[config.mk]
export PLATFORM = sky130hd
export DESIGN_NAME = grad_read_arbiter_flat
export DESIGN_NICKNAME = d
export VERILOG_FILES = /design/src/rtl/grad_read_arbiter_if.sv /design/src/rtl/grad_read_arbiter.sv /design/src/flat_wrapper.sv
export SDC_FILE = /design/constraint.sdc
export NUM_CORES = 1
export LEC_CHECK = 0
export CAP_MARGIN = 15
export CORE_UTILIZATION = 29
export CTS_CLUSTER_SIZE = 16
export DETAILED_ROUTE_END_ITERATION = 10
export PLACE_DENSITY = 0.69
export REMOVE_ABC_BUFFERS = 1
export SLEW_MARGIN = 40
export SYNTH_ARGS = -nofsm -noshare
export SYNTH_HDL_FRONTEND = slang
export SYNTH_SLANG_ARGS = --single-unit
[constraint.sdc]
create_clock -name clk -period 6.6 [get_ports clk]
set_input_delay 1.32 -clock clk [delete_from_list [all_inputs] [get_ports clk]]
set_output_delay 1.32 -clock clk [all_outputs]
set_load 0.01 [all_outputs]
[src/rtl/grad_read_arbiter_if.sv]
// rtl/grad_read_arbiter_if.sv - requester, response and BRAM signal bundle for grad_read_arbiter
interface grad_read_arbiter_if #(
  parameter int ADDR_WIDTH = 12,
  parameter int BIT_DEPTH  = 8
);
  logic                     req0_valid;
  logic [ADDR_WIDTH-1:0]    req0_addr;
  logic                     req0_lock;
  logic                     req0_ready;
  logic                     rsp0_valid;
  logic [2*BIT_DEPTH-1:0]   rsp0_data;

  logic                     req1_valid;
  logic [ADDR_WIDTH-1:0]    req1_addr;
  logic                     req1_lock;
  logic                     req1_ready;
  logic                     rsp1_valid;
  logic [2*BIT_DEPTH-1:0]   rsp1_data;

  logic [ADDR_WIDTH-1:0]    bram_addr;
  logic                     bram_en;
  logic [2*BIT_DEPTH-1:0]   bram_data;
  logic [15:0]              conflict_count;

  modport master (
    output req0_valid, req0_addr, req0_lock,
    output req1_valid, req1_addr, req1_lock,
    output bram_data,
    input  req0_ready, rsp0_valid, rsp0_data,
    input  req1_ready, rsp1_valid, rsp1_data,
    input  bram_addr, bram_en, conflict_count
  );

  modport slave (
    input  req0_valid, req0_addr, req0_lock,
    input  req1_valid, req1_addr, req1_lock,
    input  bram_data,
    output req0_ready, rsp0_valid, rsp0_data,
    output req1_ready, rsp1_valid, rsp1_data,
    output bram_addr, bram_en, conflict_count
  );
endinterface

[src/rtl/grad_read_arbiter.sv]
// rtl/grad_read_arbiter.sv - round-robin/lockable arbiter sharing one gradient BRAM read port
module grad_read_arbiter #(
  parameter int ADDR_WIDTH   = 12,
  parameter int BIT_DEPTH    = 8,
  parameter int READ_LATENCY = 2
) (
  input  logic               clk,
  input  logic               rst_in,
  grad_read_arbiter_if.slave bus
);

  typedef enum logic [1:0] {LOCK_NONE, LOCK_REQ0, LOCK_REQ1} lock_e;
  typedef struct packed {
    logic valid;
    logic id;
  } tag_t;

  lock_e                       lock_q, lock_d;
  logic                        ptr_q, ptr_d;
  logic [ADDR_WIDTH-1:0]       addr_q, addr_d;
  logic [15:0]                 conf_q, conf_d;
  tag_t [READ_LATENCY-1:0]     tag_q, tag_d;

  logic                        both;
  logic                        accept;
  logic                        winner;
  logic                        win_lock;
  logic [ADDR_WIDTH-1:0]       win_addr;
  tag_t                        tail;

  assign both = bus.req0_valid & bus.req1_valid;

  // Grants are suppressed during reset so every output reads 0 immediately.
  always_comb begin
    accept = 1'b0;
    winner = 1'b0;
    if (!rst_in) begin
      if (both) begin
        accept = 1'b1;
        case (lock_q)
          LOCK_REQ0: winner = 1'b0;
          LOCK_REQ1: winner = 1'b1;
          default:   winner = ptr_q;
        endcase
      end else if (bus.req0_valid) begin
        accept = 1'b1;
        winner = 1'b0;
      end else if (bus.req1_valid) begin
        accept = 1'b1;
        winner = 1'b1;
      end
    end
    win_addr = winner ? bus.req1_addr : bus.req0_addr;
    win_lock = winner ? bus.req1_lock : bus.req0_lock;
  end

  always_comb begin
    ptr_d  = ptr_q;
    lock_d = lock_q;
    addr_d = addr_q;
    conf_d = conf_q;
    tag_d  = tag_q;
    if (accept) begin
      ptr_d  = ~winner;
      addr_d = win_addr;
    end
    if ((lock_q == LOCK_REQ0 && !bus.req0_lock) ||
        (lock_q == LOCK_REQ1 && !bus.req1_lock)) begin
      lock_d = LOCK_NONE;
    end
    // A fresh locked acceptance takes ownership even if the old owner still holds lock.
    if (accept && win_lock) begin
      lock_d = winner ? LOCK_REQ1 : LOCK_REQ0;
    end
    if (both && conf_q != 16'hFFFF) begin
      conf_d = conf_q + 16'd1;
    end
    tag_d[0].valid = accept;
    tag_d[0].id    = winner;
    for (int i = 1; i < READ_LATENCY; i++) begin
      tag_d[i] = tag_q[i-1];
    end
  end

  always_ff @(posedge clk or posedge rst_in) begin
    if (rst_in) begin
      ptr_q  <= 1'b0;
      lock_q <= LOCK_NONE;
      addr_q <= '0;
      conf_q <= '0;
      tag_q  <= '0;
    end else begin
      ptr_q  <= ptr_d;
      lock_q <= lock_d;
      addr_q <= addr_d;
      conf_q <= conf_d;
      tag_q  <= tag_d;
    end
  end

  assign tail = tag_q[READ_LATENCY-1];

  assign bus.req0_ready     = accept & ~winner;
  assign bus.req1_ready     = accept & winner;
  assign bus.bram_en        = accept;
  assign bus.bram_addr      = accept ? win_addr : addr_q;
  assign bus.rsp0_valid     = tail.valid & ~tail.id;
  assign bus.rsp1_valid     = tail.valid & tail.id;
  assign bus.rsp0_data      = rst_in ? '0 : bus.bram_data;
  assign bus.rsp1_data      = rst_in ? '0 : bus.bram_data;
  assign bus.conflict_count = conf_q;

endmodule

[src/flat_wrapper.sv]
// flat-port wrapper written by rule: the top's interface ports become plain ports
module grad_read_arbiter_flat 
#(
  parameter int ADDR_WIDTH   = 12,
  parameter int BIT_DEPTH    = 8,
  parameter int READ_LATENCY = 2
)
  (clk, rst_in, bus_req0_valid, bus_req0_addr, bus_req0_lock, bus_req1_valid, bus_req1_addr, bus_req1_lock, bus_bram_data, bus_req0_ready, bus_rsp0_valid, bus_rsp0_data, bus_req1_ready, bus_rsp1_valid, bus_rsp1_data, bus_bram_addr, bus_bram_en, bus_conflict_count);
  grad_read_arbiter_if #(.ADDR_WIDTH(ADDR_WIDTH), .BIT_DEPTH(BIT_DEPTH)) bus_i ();
  input  logic clk;
  input  logic rst_in;
  input wire logic [$bits(bus_i.req0_valid)-1:0] bus_req0_valid;
  input wire logic [$bits(bus_i.req0_addr)-1:0] bus_req0_addr;
  input wire logic [$bits(bus_i.req0_lock)-1:0] bus_req0_lock;
  input wire logic [$bits(bus_i.req1_valid)-1:0] bus_req1_valid;
  input wire logic [$bits(bus_i.req1_addr)-1:0] bus_req1_addr;
  input wire logic [$bits(bus_i.req1_lock)-1:0] bus_req1_lock;
  input wire logic [$bits(bus_i.bram_data)-1:0] bus_bram_data;
  output wire logic [$bits(bus_i.req0_ready)-1:0] bus_req0_ready;
  output wire logic [$bits(bus_i.rsp0_valid)-1:0] bus_rsp0_valid;
  output wire logic [$bits(bus_i.rsp0_data)-1:0] bus_rsp0_data;
  output wire logic [$bits(bus_i.req1_ready)-1:0] bus_req1_ready;
  output wire logic [$bits(bus_i.rsp1_valid)-1:0] bus_rsp1_valid;
  output wire logic [$bits(bus_i.rsp1_data)-1:0] bus_rsp1_data;
  output wire logic [$bits(bus_i.bram_addr)-1:0] bus_bram_addr;
  output wire logic [$bits(bus_i.bram_en)-1:0] bus_bram_en;
  output wire logic [$bits(bus_i.conflict_count)-1:0] bus_conflict_count;
  assign bus_i.req0_valid = bus_req0_valid;
  assign bus_i.req0_addr = bus_req0_addr;
  assign bus_i.req0_lock = bus_req0_lock;
  assign bus_i.req1_valid = bus_req1_valid;
  assign bus_i.req1_addr = bus_req1_addr;
  assign bus_i.req1_lock = bus_req1_lock;
  assign bus_i.bram_data = bus_bram_data;
  assign bus_req0_ready = bus_i.req0_ready;
  assign bus_rsp0_valid = bus_i.rsp0_valid;
  assign bus_rsp0_data = bus_i.rsp0_data;
  assign bus_req1_ready = bus_i.req1_ready;
  assign bus_rsp1_valid = bus_i.rsp1_valid;
  assign bus_rsp1_data = bus_i.rsp1_data;
  assign bus_bram_addr = bus_i.bram_addr;
  assign bus_bram_en = bus_i.bram_en;
  assign bus_conflict_count = bus_i.conflict_count;
  grad_read_arbiter #(.ADDR_WIDTH(ADDR_WIDTH), .BIT_DEPTH(BIT_DEPTH), .READ_LATENCY(READ_LATENCY)) u_core (.clk(clk), .rst_in(rst_in), .bus(bus_i));
endmodule
Yosys cells after proc, flatten, opt, wreduce, memory -nomap -nowiden:

Index checks and enable logic that the tools add are counted.

* reductions and logical operators: 8
* muxes and demuxes: 15
* equality and inequality tests: 3
* $add $sub $neg: 1
* bitwise logic cells: 7

Operators by type and width (count)
* 2-to-1 mux 12 bit: 2
* adder 16 x 1 -> 16 bit, second input constant: 1
* 2-to-1 mux 16 bit: 1
* != test 16 bit, second input constant: 1
* 2-to-1 mux 1 bit: 8
* 2-to-1 mux 2 bit: 3
* bitwise AND 1 bit: 5
* logical AND 1 bit: 4
* equality test 2 x 1 -> 1 bit, second input constant: 1
* equality test 2 bit, second input constant: 1
* zero test 1 bit: 2
* inverter 1 bit: 2
* one-hot mux 1 bit (2 select lines): 1
* nonzero test 2 bit: 1
* logical OR 1 bit: 1

* register bits: 35
* input port bits: 46

Logic depth before layout (Yosys ltp):

* depth in word-level cells: 7
* mapped depth: 7
* gate-level depth less buffers: 6

Worst setup path before layout:

OpenSTA, ideal clock, no wires.

* path type: input-to-output
* start: in rst_in
* end: out bus_bram_addr[10]
* arrival: 2.967 ns
* slack: 2.313 ns
* cell stages on the path: 5
* path buffers: 1
* cell sequence: inv_1 > o21ai_2 > nor2_1 > buf_4 > a21o_1

* longest elaborated chain between the ends: 3

Ends and longest elaborated chain
* from (decl): RTL line flat_wrapper.sv:11 `input logic rst_in;`
* 2-to-1 mux 1 bit: RTL line grad_read_arbiter.sv:37 `if (!rst_in) begin`
* 2-to-1 mux 12 bit: RTL line grad_read_arbiter.sv:53 `win_addr = winner ? bus.req1_addr : bus.req0_addr;`
* 2-to-1 mux 12 bit (*): RTL line grad_read_arbiter.sv:106 `assign bus.bram_addr = accept ? win_addr : addr_q;`
* to (decl): RTL line flat_wrapper.sv:25 `output wire logic [$bits(bus_i.bram_addr)-1:0] bus_bram_addr;`

Every way passes the cells marked *; elsewhere a longest branch is shown, timed or not.

Final worst setup path:

* start: in rst_in
* end: out bus_bram_addr[1]

The elaborated chain is that of the path after synthesis.

==> impl_results.md <==
- Status: finished clean
- Hold crit path type: register to register
- Number of I/O port buffers: 110
- Post-synth EDFFs: 0
- Clock power share: 26.1%
- Comb pwr share: 34.6%
- Post-synthesis mux area share: 1.848%
- CTS Sinks: 35
- Final #Nets: 322
- Fill count: 610
- DR DRC count: 0
- Hold violation total from the final report: 0
- HP Start: u_core.tag_d[3]
- Vias: 1662
- Post-Syn Area: 0.001896 mm2
- Pint: 534.2 uW
- First-pass GRT wire length: 7976 um
- Clk Latency, worst-skew pair: 0.28 ns
- Drt total wl: 4691 um
- Seq cells post-synth: 35
- Area share of the largest cell type after synthesis: 46.20%
- GRT Overall Usage: 14.02%
- Setup_tns: 0 ns
- Critical Path Start: rst_in
- Slew Limit Fails: 0
- Multi-input gate area: 829.5 um2
- Worst r2r src: u_core.lock_q[0]
- Commonest non-fill, non-tap cells in the layout: 110 x clkdlybuf4s50_1, 35 x dfrtp_1, 17 x nor2b_1, 14 x xor2_1, 12 x a21o_1
- Max Clk Rate: 200.1 MHz
- Met2 Track Usage GR: 24.07%
- Die ar.: 0.006864 mm2
- Post-CTS Resized: 0
- 1st-pass router iterations: 3
- CTS Buf Count: 5
- Synth Area in XOR/XNOR: 6.931%
- Syn Area/Cell: 10.71 um2
- Met1 usage in global routing: 17.32%
- Pwr per Cell Area: 244.6 mW/mm2
- Crit path required time: 5.28 ns
- Critical Path AT: 3.68 ns
- Post-CTS Setup Repair Bufs: 0
- Slew HR: 50.18%
- Die Width: 82.85 um
- Initial antenna violation count: 0
- RSZ-0062 raised after global routing: no
- Worst setup path class: primary input to output port
- Starting Density: 30.02%
- Post-synthesis compound-gate area fraction: 13.47%
- Cts hold-fix bufs: 0
- Sequential power share: 39.3%
- Psw: 214.9 uW
- DP HPWL: 3663 um
- Die H: 82.85 um
- Layout Cells excl Fill: 351
- Syn Inst Count: 177
- Iter 0 DRT Violations: 76
- Number of global-route vias before repair: 1666
- CP startpoint kind: primary input
- Register area: 875.8 um2
- Sw Share: 28.68%
- Minimum clock period: 4.998 ns
- Clock Skew: 0.009345 ns
- Ant diodes: 0
- Post-Synth Simple-Gate Area: 19.41%
- Max rail drop VDD: 0.1719 mV
- Largest net degree at the start of global routing: 36
- H-tree lvl count: 2
- I/O pin cnt: 111
- Async S/R FF share, synth: 100.0%
- Main combinational cell family by area after synthesis: simple AND/OR/NAND/NOR gates
- Area leader, netlist: dfrtp_1
- Max cap viols: 0
- Finish-stage setup viols: 0
- GR Util met3: 4.076%
- Row count: 29
- Distinct cells, synth: 38
- Critical Path Sink Type: output port
- Area grow syn2layout: 61.52%
- Core area: 0.006314 mm2
- Lkg Pwr: 1.379 nW
- Synth Area in Adders: 1.980%
- DR WL/cell: 13.36 um
- GPL Wtd Cong: 0.7598
- Clk slew on worst S/H paths: 0.08 ns
- Final Cycle Share: 75.72%
- Sequential area share after synthesis: 46.20%
- CTS Root Cell: clkbuf_8
- Synth warnings: 0
- Top cells by area, synth: dfrtp_1 46%, buf_4 7.5%, xor2_1 6.5%, nor2b_1 5.6%, a22o_1 5.1%
- Most common cell after layout, fill and taps aside: clkdlybuf4s50_1
- GRT overflow: 0
- CTS tree: yes
- Placed instance count: 343
- Crit Path Max Fanout: 18
- Layout cells sized above 1: 7.299%
- Clock tree buffer depth: 2
- Drt via density: 4.735
- Post-route ant nets: 0
- Actual slew at the worst max-slew pin: 0.7417 ns
- Primary FF master, synth: dfrtp_1
- Busiest grt layer: met2
==> cell usage after synthesis (2+ instances only) <==
master    count
dfrtp_1      35
buf_4        19
nor2b_1      17
xor2_1       14
a21o_1       12
a22o_1       11
nor3_1        8
inv_1         7
nand2_1       7
nand4_1       6
nand3_1       5
and2_1        3
ha_1          3
and3_2        2
clkbuf_1      2
mux2i_1       2
nor2_1        2
nor3b_1       2
==> final timing paths <==
path,cells past startpoint,slack [ns],to
max in group asynchronous,4,4.59,u_core.addr_q[9]
setup reg to reg,6,4.44,u_core.addr_q[5]
hold / removal,0,0.35,u_core.tag_q[3]
hold reg to reg,0,0.35,u_core.tag_q[3]
min in group asynchronous,4,1.69,u_core.ptr_q
setup / recovery,7,1.60,bus_bram_addr[1]
==> power groups by stage <==
stage               registers [mW]  clock network, mW  logic [mW]
floorplan                    0.299                  0       0.112
CTS                          0.295              0.202       0.263
global route                 0.300              0.212       0.281
global placement             0.297                  0       0.260
detailed placement           0.299                  0       0.262
finish                       0.294              0.196       0.259
==> registers in the layout, indices dropped and copies added (netlist names) <==
signal / count
u_core.tag_q: 2
u_core.addr_q: 12
u_core.ptr_q: 1
u_core.tag_d: 2
u_core.bus.conflict_count: 16
u_core.lock_q: 2
==> critical path, stage by stage <==
cell and delay [ns]:
clkdlybuf4s50_1 0.39, buf_4 0.19, nand2b_1 0.18, a21oi_2 0.55, nor2_2 0.29, a21o_1 0.26, clkdlybuf4s50_1 0.48
==> kinds of logic after synthesis <==
group,after synthesis
and+or+nand+nor,60
DFF,35
AOI/OAI and AO/OA,31
buffers and inverters,30
xor gates and xnor gates,15
muxes,3
adders and majority gates,3
==> routing by layer <==
metal | share of wire [%] | vias to the layer above
met5 | 0 | -
met4 | 0.32 | 0
met3 | 6.7 | 2
met2 | 49 | 72
met1 | 43 | 791
li1 | - | 797
==> cell type report <==
class	count	area share (%)
inverters	7	0.8582
repair buffers	112	36.45
multi-input cells	112	27.09
flip-flops and latches	35	28.61
clock inverters	2	1.144
clock buffers	6	2.697
well taps	77	3.147
==> per-stage QoR <==
step                power (mW)  setup slack, ns  util [%]  cell area [um2]  hold slack, ns
finish                  0.7490            1.602     48.49             3062          0.3549
global route            0.7936            1.402     48.49             3062          0.3702
CTS                     0.7601            1.564     48.49             3062          0.3583
detailed placement      0.5608            1.538     46.63             2944          0.3405
global placement        0.5569            1.400     46.59             2942          0.3339
floorplan               0.4112            1.932         -             1729          0.3312
(Power assumes the default switching activity.)
